## config.mk

```make
export PLATFORM = sky130hd
export DESIGN_NAME = clk_div_prog
export DESIGN_NICKNAME = d
export VERILOG_FILES = /design/src/rtl/clk_div_prog.sv
export SDC_FILE = /design/constraint.sdc
export NUM_CORES = 1
export LEC_CHECK = 0
export ABC_AREA = 1
export CAP_MARGIN = 15
export CORE_MARGIN = 8
export CORE_UTILIZATION = 48
export CTS_BUF_LIST = sky130_fd_sc_hd__clkbuf_16
export DETAILED_ROUTE_END_ITERATION = 8
export GPL_ROUTABILITY_DRIVEN = 0
export GPL_TIMING_DRIVEN = 0
export HOLD_SLACK_MARGIN = 0.03
export PLACE_DENSITY = 0.68
export SLEW_MARGIN = 30
export SYNTH_ARGS = -nofsm -noshare
export SYNTH_HDL_FRONTEND = slang
export SYNTH_SLANG_ARGS = --single-unit
```

## constraint.sdc

```tcl
create_clock -name clk -period 2.1 [get_ports clk]
set_clock_uncertainty 0.15 [all_clocks]
set_input_delay 0.42 -clock clk [delete_from_list [all_inputs] [get_ports clk]]
set_output_delay 0.42 -clock clk [all_outputs]
set_load 0.05 [all_outputs]
```

## src/rtl/clk_div_prog.sv

```systemverilog
// Programmable clock divider with glitch-free ratio reloads at period boundaries.
// Define CLK_DIV_ODD50_EN to add a falling-edge stage for exact 50% duty on odd ratios.
module clk_div_prog #(
  parameter int unsigned WIDTH       = 8,
  parameter int unsigned DEFAULT_DIV = 8
) (
  input  logic             clk,
  input  logic             rst,
  input  logic             en,
  input  logic [WIDTH-1:0] div_val,
  input  logic             div_load,
  output logic             clk_out,
  output logic             tick,
  output logic [WIDTH-1:0] div_cur
);

  logic [WIDTH-1:0] cnt_q, cnt_d;
  logic [WIDTH-1:0] n_act_q, n_act_d;
  logic [WIDTH-1:0] pend_q, pend_d;
  logic             pend_vld_q, pend_vld_d;
  logic             clk_rise_q, clk_rise_d;
  logic             tick_q, tick_d;

  logic [WIDTH-1:0] half;
  logic [WIDTH-1:0] div_clamped;
  logic             wrap;
  logic             apply;

  assign half        = n_act_q >> 1;
  assign div_clamped = (div_val < WIDTH'(2)) ? WIDTH'(2) : div_val;
  assign wrap        = en && (cnt_q == n_act_q - WIDTH'(1));
  // New ratios only take effect between periods or while stopped.
  assign apply       = !en || wrap;

  always_comb begin
    cnt_d      = (!en || wrap) ? '0 : cnt_q + WIDTH'(1);
    clk_rise_d = en && (cnt_q < half);
    tick_d     = en && (cnt_q == '0);
    n_act_d    = n_act_q;
    pend_d     = pend_q;
    pend_vld_d = pend_vld_q;
    if (apply) begin
      if (div_load) begin
        n_act_d = div_clamped;
      end else if (pend_vld_q) begin
        n_act_d = pend_q;
      end
      pend_vld_d = 1'b0;
    end else if (div_load) begin
      pend_d     = div_clamped;
      pend_vld_d = 1'b1;
    end
  end

  always_ff @(posedge clk) begin
    if (rst) begin
      cnt_q      <= '0;
      n_act_q    <= WIDTH'(DEFAULT_DIV);
      pend_q     <= '0;
      pend_vld_q <= 1'b0;
      clk_rise_q <= 1'b0;
      tick_q     <= 1'b0;
    end else begin
      cnt_q      <= cnt_d;
      n_act_q    <= n_act_d;
      pend_q     <= pend_d;
      pend_vld_q <= pend_vld_d;
      clk_rise_q <= clk_rise_d;
      tick_q     <= tick_d;
    end
  end

`ifdef CLK_DIV_ODD50_EN
  logic clk_fall_q;

  // Half-cycle delayed copy stretches the high phase by 0.5 clk for odd ratios.
  always_ff @(negedge clk) begin
    if (rst) begin
      clk_fall_q <= 1'b0;
    end else if (!n_act_q[0]) begin
      clk_fall_q <= 1'b0;
    end else begin
      clk_fall_q <= clk_rise_q;
    end
  end

  assign clk_out = clk_rise_q | clk_fall_q;
`else
  assign clk_out = clk_rise_q;
`endif

  assign tick    = tick_q;
  assign div_cur = n_act_q;

endmodule

```

Word-level counts from Yosys, hierarchy flattened --
Cells that the tools add are included.
Word-level totals: register bits after elaboration 27, bits in latches 0, bits in writable memories 0, bits in read-only memories 0, output and inout bits 10, memories 0
Operators by class: add/sub/neg operators 2, multiply operators 0, div/mod/pow operators 0, $lt $le $gt $ge 2, equality and inequality tests 1, shift-type cells 0, multiplexer cells 3, bitwise gates (word level) 1, reductions and logical operators 10
Operators by type and width (count):
- two-way mux 8 bit | 3
- adder 8 x 1 -> 8 bit (second input constant) | 1
- == test 8 bit | 1
- logical NOT 8 bit | 1
- less-than comparator 8 x 2 -> 1 bit (second input constant) | 1
- less-than comparator 8 x 7 -> 1 bit | 1
- subtractor 8 x 1 -> 8 bit (second input constant) | 1
- AND reduction 2 bit | 2
- logical AND 1 bit | 3
- nonzero test 2 bit | 1
- OR reduction 2 bit | 1
- logical NOT 1 bit | 1
- logical OR 1 bit | 1
- NOT 1 bit | 1

Depth between registers and ports, before layout --
depth after elaboration 6, gate-level depth with buffers 15

Worst setup path before layout --
OpenSTA, ideal clock, no wires.
path type register to register, start point register n_act_q[0] (netlist: div_cur[0]), end point register n_act_q[3] (netlist: div_cur[3]), library setup time 0.123 ns, arrival time 2.085 ns, path slack -0.259 ns, stages on the path, launching flop included 15, period minus slack after synthesis 2.359 ns, cells stage by stage dfxtp_1 inv_1 ha_1 inv_1 nand2_1 nand2_1 nor2_1 nand3_1 nor2_2 nand4_4 nand2_4 nand2_4 buf_6 nand2_1 nand3_1
Between the ends: cells in the longest elaborated chain, start to end 5
RTL lines:
- start, declared | RTL line 18 | logic [WIDTH-1:0] n_act_q, n_act_d;
- start signal, assigned | RTL line 58 | n_act_q <= WIDTH'(DEFAULT_DIV);
- start signal, assigned | RTL line 65 | n_act_q <= n_act_d;
- subtractor 8 x 1 -> 8 bit | RTL line 31 | assign wrap = en && (cnt_q == n_act_q - WIDTH'(1));
- == test 8 bit | RTL line 31
- logical AND 1 bit | RTL line 31
- logical OR 1 bit | RTL line 33 | assign apply = !en || wrap;
- AND reduction 2 bit (no source line)
No other way between the ends. A chain may end at the register's enable or synchronous reset.

Final worst setup path --
start point register n_act_q[4] (netlist: div_cur[4]), end point output div_cur[4]
RTL lines:
- end, declared | RTL line 14 | output logic [WIDTH-1:0] div_cur
No word-level cell between the ends.

==> results_tabular.tex <==
\begin{tabular}{lr}
\hline
Metric & Value \\
\hline
\multicolumn{2}{l}{\textbf{Placed design}} \\
Post-Place Worst Slack & -69.9 ps \\
HPWL after detailed placement & 2840 um \\
Port Buf Inserts & 21 \\
Area post-placement & 0.00192 sq mm \\
\multicolumn{2}{l}{\textbf{Setup path}} \\
CP endpoint kind & output port \\
Register-to-register setup slack & 110 ps \\
Critical path peak fanout & 5 \\
Startpoint Class & register \\
Data required time of the worst path & 1530 ps \\
Terminus of the critical flop-to-flop path & pend\_vld\_q \\
Reg2Reg Launch Point & div\_cur[0] \\
Cell breakdown of the critical path & clkdlybuf4s50\_1 \\
Count of cell instances traversed by the critical path & 1 \\
WP buf/inv & 1 \\
Worst Path Arrival & 1510 ps \\
Number of cells on the worst reg-to-reg path & 12 \\
Largest delay share family, worst path & buffers and inverters \\
Critical Path Max Stage Delay & 840 ps \\
Crit path max-delay cell type & clkdlybuf4s50\_1 \\
Type of the worst setup path & reg -> out \\
\multicolumn{2}{l}{\textbf{Finish}} \\
Fraction of final layout cells sized beyond drive strength 1 & 13.4\% \\
Diode insertion count for antenna repair & 0 \\
Synth-to-Final Area Change & 28.5\% \\
Area of all placed cells without fillers & 0.00211 sq mm \\
Number of nets in the finished design & 305 \\
Filler cell count & 332 \\
\multicolumn{2}{l}{\textbf{Drt}} \\
Starting DRC count in detailed routing & 57 \\
Overall via count from detail\_route & 1546 \\
DRC & 0 \\
Detailed Routing Iterations Pass 1 & 4 \\
Wire per inst & 11.5 um \\
Number of antenna-violating nets in the routed design & 0 \\
Number of vias per cell & 4.70 \\
Wirelength, routed & 3780 um \\
\multicolumn{2}{l}{\textbf{CTS}} \\
Count of clock tree sinks & 27 \\
Clock transition at the registers of the reported paths & 70 ps \\
CTS Hold Buffers Added & 0 \\
TritonCTS clock tree & built \\
Worst-case clock buffer depth & 2 \\
Clock buffer count from CTS & 3 \\
Skew-Pair Late Insertion Delay & 260 ps \\
Number of levels the H-tree was split into & 1 \\
Clock Root Buffer & clkbuf\_16 \\
\multicolumn{2}{l}{\textbf{Worst hold path}} \\
Hold-critical path endpoint & pend\_vld\_q \\
Critical hold path startpoint & pend\_vld\_q \\
Min-Delay Path Depth & 2 \\
Class of the most critical hold timing path & reg -> reg \\
\multicolumn{2}{l}{\textbf{Flow run}} \\
Maxcap violations & 0 \\
\multicolumn{2}{l}{\textbf{Timing}} \\
Normalized max-slew margin & 66.3\% \\
Shortest clock period the worst path allows after layout & 2080 ps \\
Setup repair after global routing missed its margin & yes \\
Number of setup violations in the final report & 0 \\
Measured slew at the worst slew-check pin & 504 ps \\
Number of hold-slack violations in the final timing report & 0 \\
Highest Clock Rate & 480 MHz \\
Slew Limit Fails & 0 \\
Final worst-path setup slack & 16.4 ps \\
Portion of the clock cycle consumed by the worst path in the final layout & 99.2\% \\
\multicolumn{2}{l}{\textbf{Die}} \\
Number of I/O pins & 22 \\
Number of core rows & 21 \\
Starting density of the core & 49.7\% \\
Floorplan die height & 74.5 um \\
Chip width & 74.5 um \\
Floorplan core area & 0.00331 sq mm \\
Die area & 0.00555 sq mm \\
\multicolumn{2}{l}{\textbf{Synth}} \\
Net Count, Synth & 272 \\
Synth warn & 0 \\
Post-synthesis sequential element count & 27 \\
Synth Instances & 251 \\
Post-synth cell types & 28 \\
Mapped Area & 0.00164 sq mm \\
Portion of the post-synthesis area used by sequential elements & 32.9\% \\
Synthesized area per cell & 6.55 sq um \\
\multicolumn{2}{l}{\textbf{Power and ir drop}} \\
LEAKAGE & 1.02 nW \\
Pwr Density & 637 mW/mm\^{}2 \\
Maximum vdd drop & 308 uV \\
\multicolumn{2}{l}{\textbf{GRT}} \\
Sum of overflow across all layers after global routing & 0 \\
Global routing usage summed across all routing layers & 14.5\% \\
Number of antenna violations at the first check in global routing & 0 \\
Largest net degree at the start of global routing & 16 \\
Via count of the first global-routing pass & 1556 \\
Global-route wire length before repair & 6350 um \\
\multicolumn{2}{l}{\textbf{Run status}} \\
Status & finished, final reports clean \\
\hline
\end{tabular}
-- sequential cells by signal, indices dropped and copies added, names as in the netlist --
register,count
cnt_q,8
div_cur,8
pend_q,8
clk_out,1
pend_vld_q,1
tick,1
-- placed cells by master (no fill, tap or decap), drive strengths merged --
master / instances
dfxtp: 27
buf: 9
a31oi: 1
a21oi: 6
xor2: 7
dlymetal6s2s: 1
clkdlybuf4s50: 17
a21o: 1
xnor2: 3
nor2: 52
nor3: 4
ha: 9
or2: 1
nand3b: 1
inv: 33
nand3: 11
clkbuf: 4
nand2: 75
o21ai: 10
dlygate4sd2: 3
clkinv: 2
nand4: 5
o41ai: 1
-- repair_timing --
item / CTS / global route
setup buffers: 1 / 7
endpoints found under the setup margin: 26 / 25
gates cloned: 0 / 1
resized for setup: 7 / 13
pin swaps: 5 / 10
-- kinds of logic (layout without fill, tap and decap cells) --
| logic type | Yosys count | in the layout | share of synthesized area (%) |
|---|---|---|---|
| AND/OR/NAND/NOR | 148 | 149 | 39.3 |
| buffers and inverters | 38 | 69 | 9.44 |
| flip-flops | 27 | 27 | 32.9 |
| AO/OA/AOI/OAI | 19 | 19 | 6.24 |
| XOR/XNOR | 10 | 10 | 5.33 |
| adder cells (fa/ha/maj) | 9 | 9 | 6.85 |
-- synthesized netlist by cell type, drive strengths merged --
cell type,instances,area (sq um)
ha,9,113
o21ai,10,50.1
buf,3,23.8
nor3,4,20.0
clkbuf,1,3.75
nand3,11,60.1
clkinv,1,3.75
xnor2,3,26.3
nand4,5,46.3
a21oi,6,30.0
a21o,1,7.51
xor2,7,61.3
inv,33,124
a31oi,1,6.26
nor2,52,205
o41ai,1,8.76
nand2,74,300
or2,1,6.26
dfxtp,27,541
nand3b,1,7.51
-- cell type report --
| type | instances | area, sq um | share of cell area [%] |
|---|---|---|---|
| Multi-Input combinational cell | 187 | 1010 | 48.0 |
| Sequential cell | 27 | 548 | 25.9 |
| Timing Repair Buffer | 29 | 269 | 12.7 |
| Inverter | 34 | 135 | 6.40 |
| Clock buffer | 3 | 75.1 | 3.55 |
| Tap cell | 46 | 57.6 | 2.73 |
| Buffer | 2 | 8.76 | 0.415 |
| Clock inverter | 1 | 5.00 | 0.237 |
-- how the worst max path moves through the flow --
stage	to	slack, ps	start
after floorplan	div_cur[3]	40	div_cur[0]
after global placement	pend_q[5]	-50	div_cur[0]
after detailed placement	pend_q[4]	-70	div_cur[0]
after CTS	div_cur[2]	20	div_cur[1]
after global routing	div_cur[2]	-30	div_cur[1]
final	div_cur[4]	20	div_cur[4]
-- routing by layer --
| layer | up-vias | wire length [um] | global-route usage [%] |
|---|---|---|---|
| met2 | 19 | 1840 | 26.2 |
| met4 | 0 | 19 | 4.35 |
| met3 | 2 | 82 | 2.02 |
| met1 | 683 | 1840 | 16.9 |
| met5 | - | 0 | 0 |
| li1 | 842 | - | - |
-- where the power goes --
part	internal (mW)	leakage, nW	switching [mW]
Combinational	0.131	0.754	0.213
Sequential	0.540	0.223	0.0248
Clock	0.257	0.0409	0.179
Total	0.928	1.02	0.417
-- through the flow --
step,util [%],hold WS [ps],std cells,power [mW],TNS (ps)
floorplan,-,281,251,0.793,0
global placement,58.0,294,318,0.885,-792
CTS,60.4,312,321,1.32,0
global route,63.8,338,329,1.42,-184
detailed placement,58.0,304,318,0.888,-1190
finish,63.8,308,329,1.35,0
(Power assumes the default switching activity.)
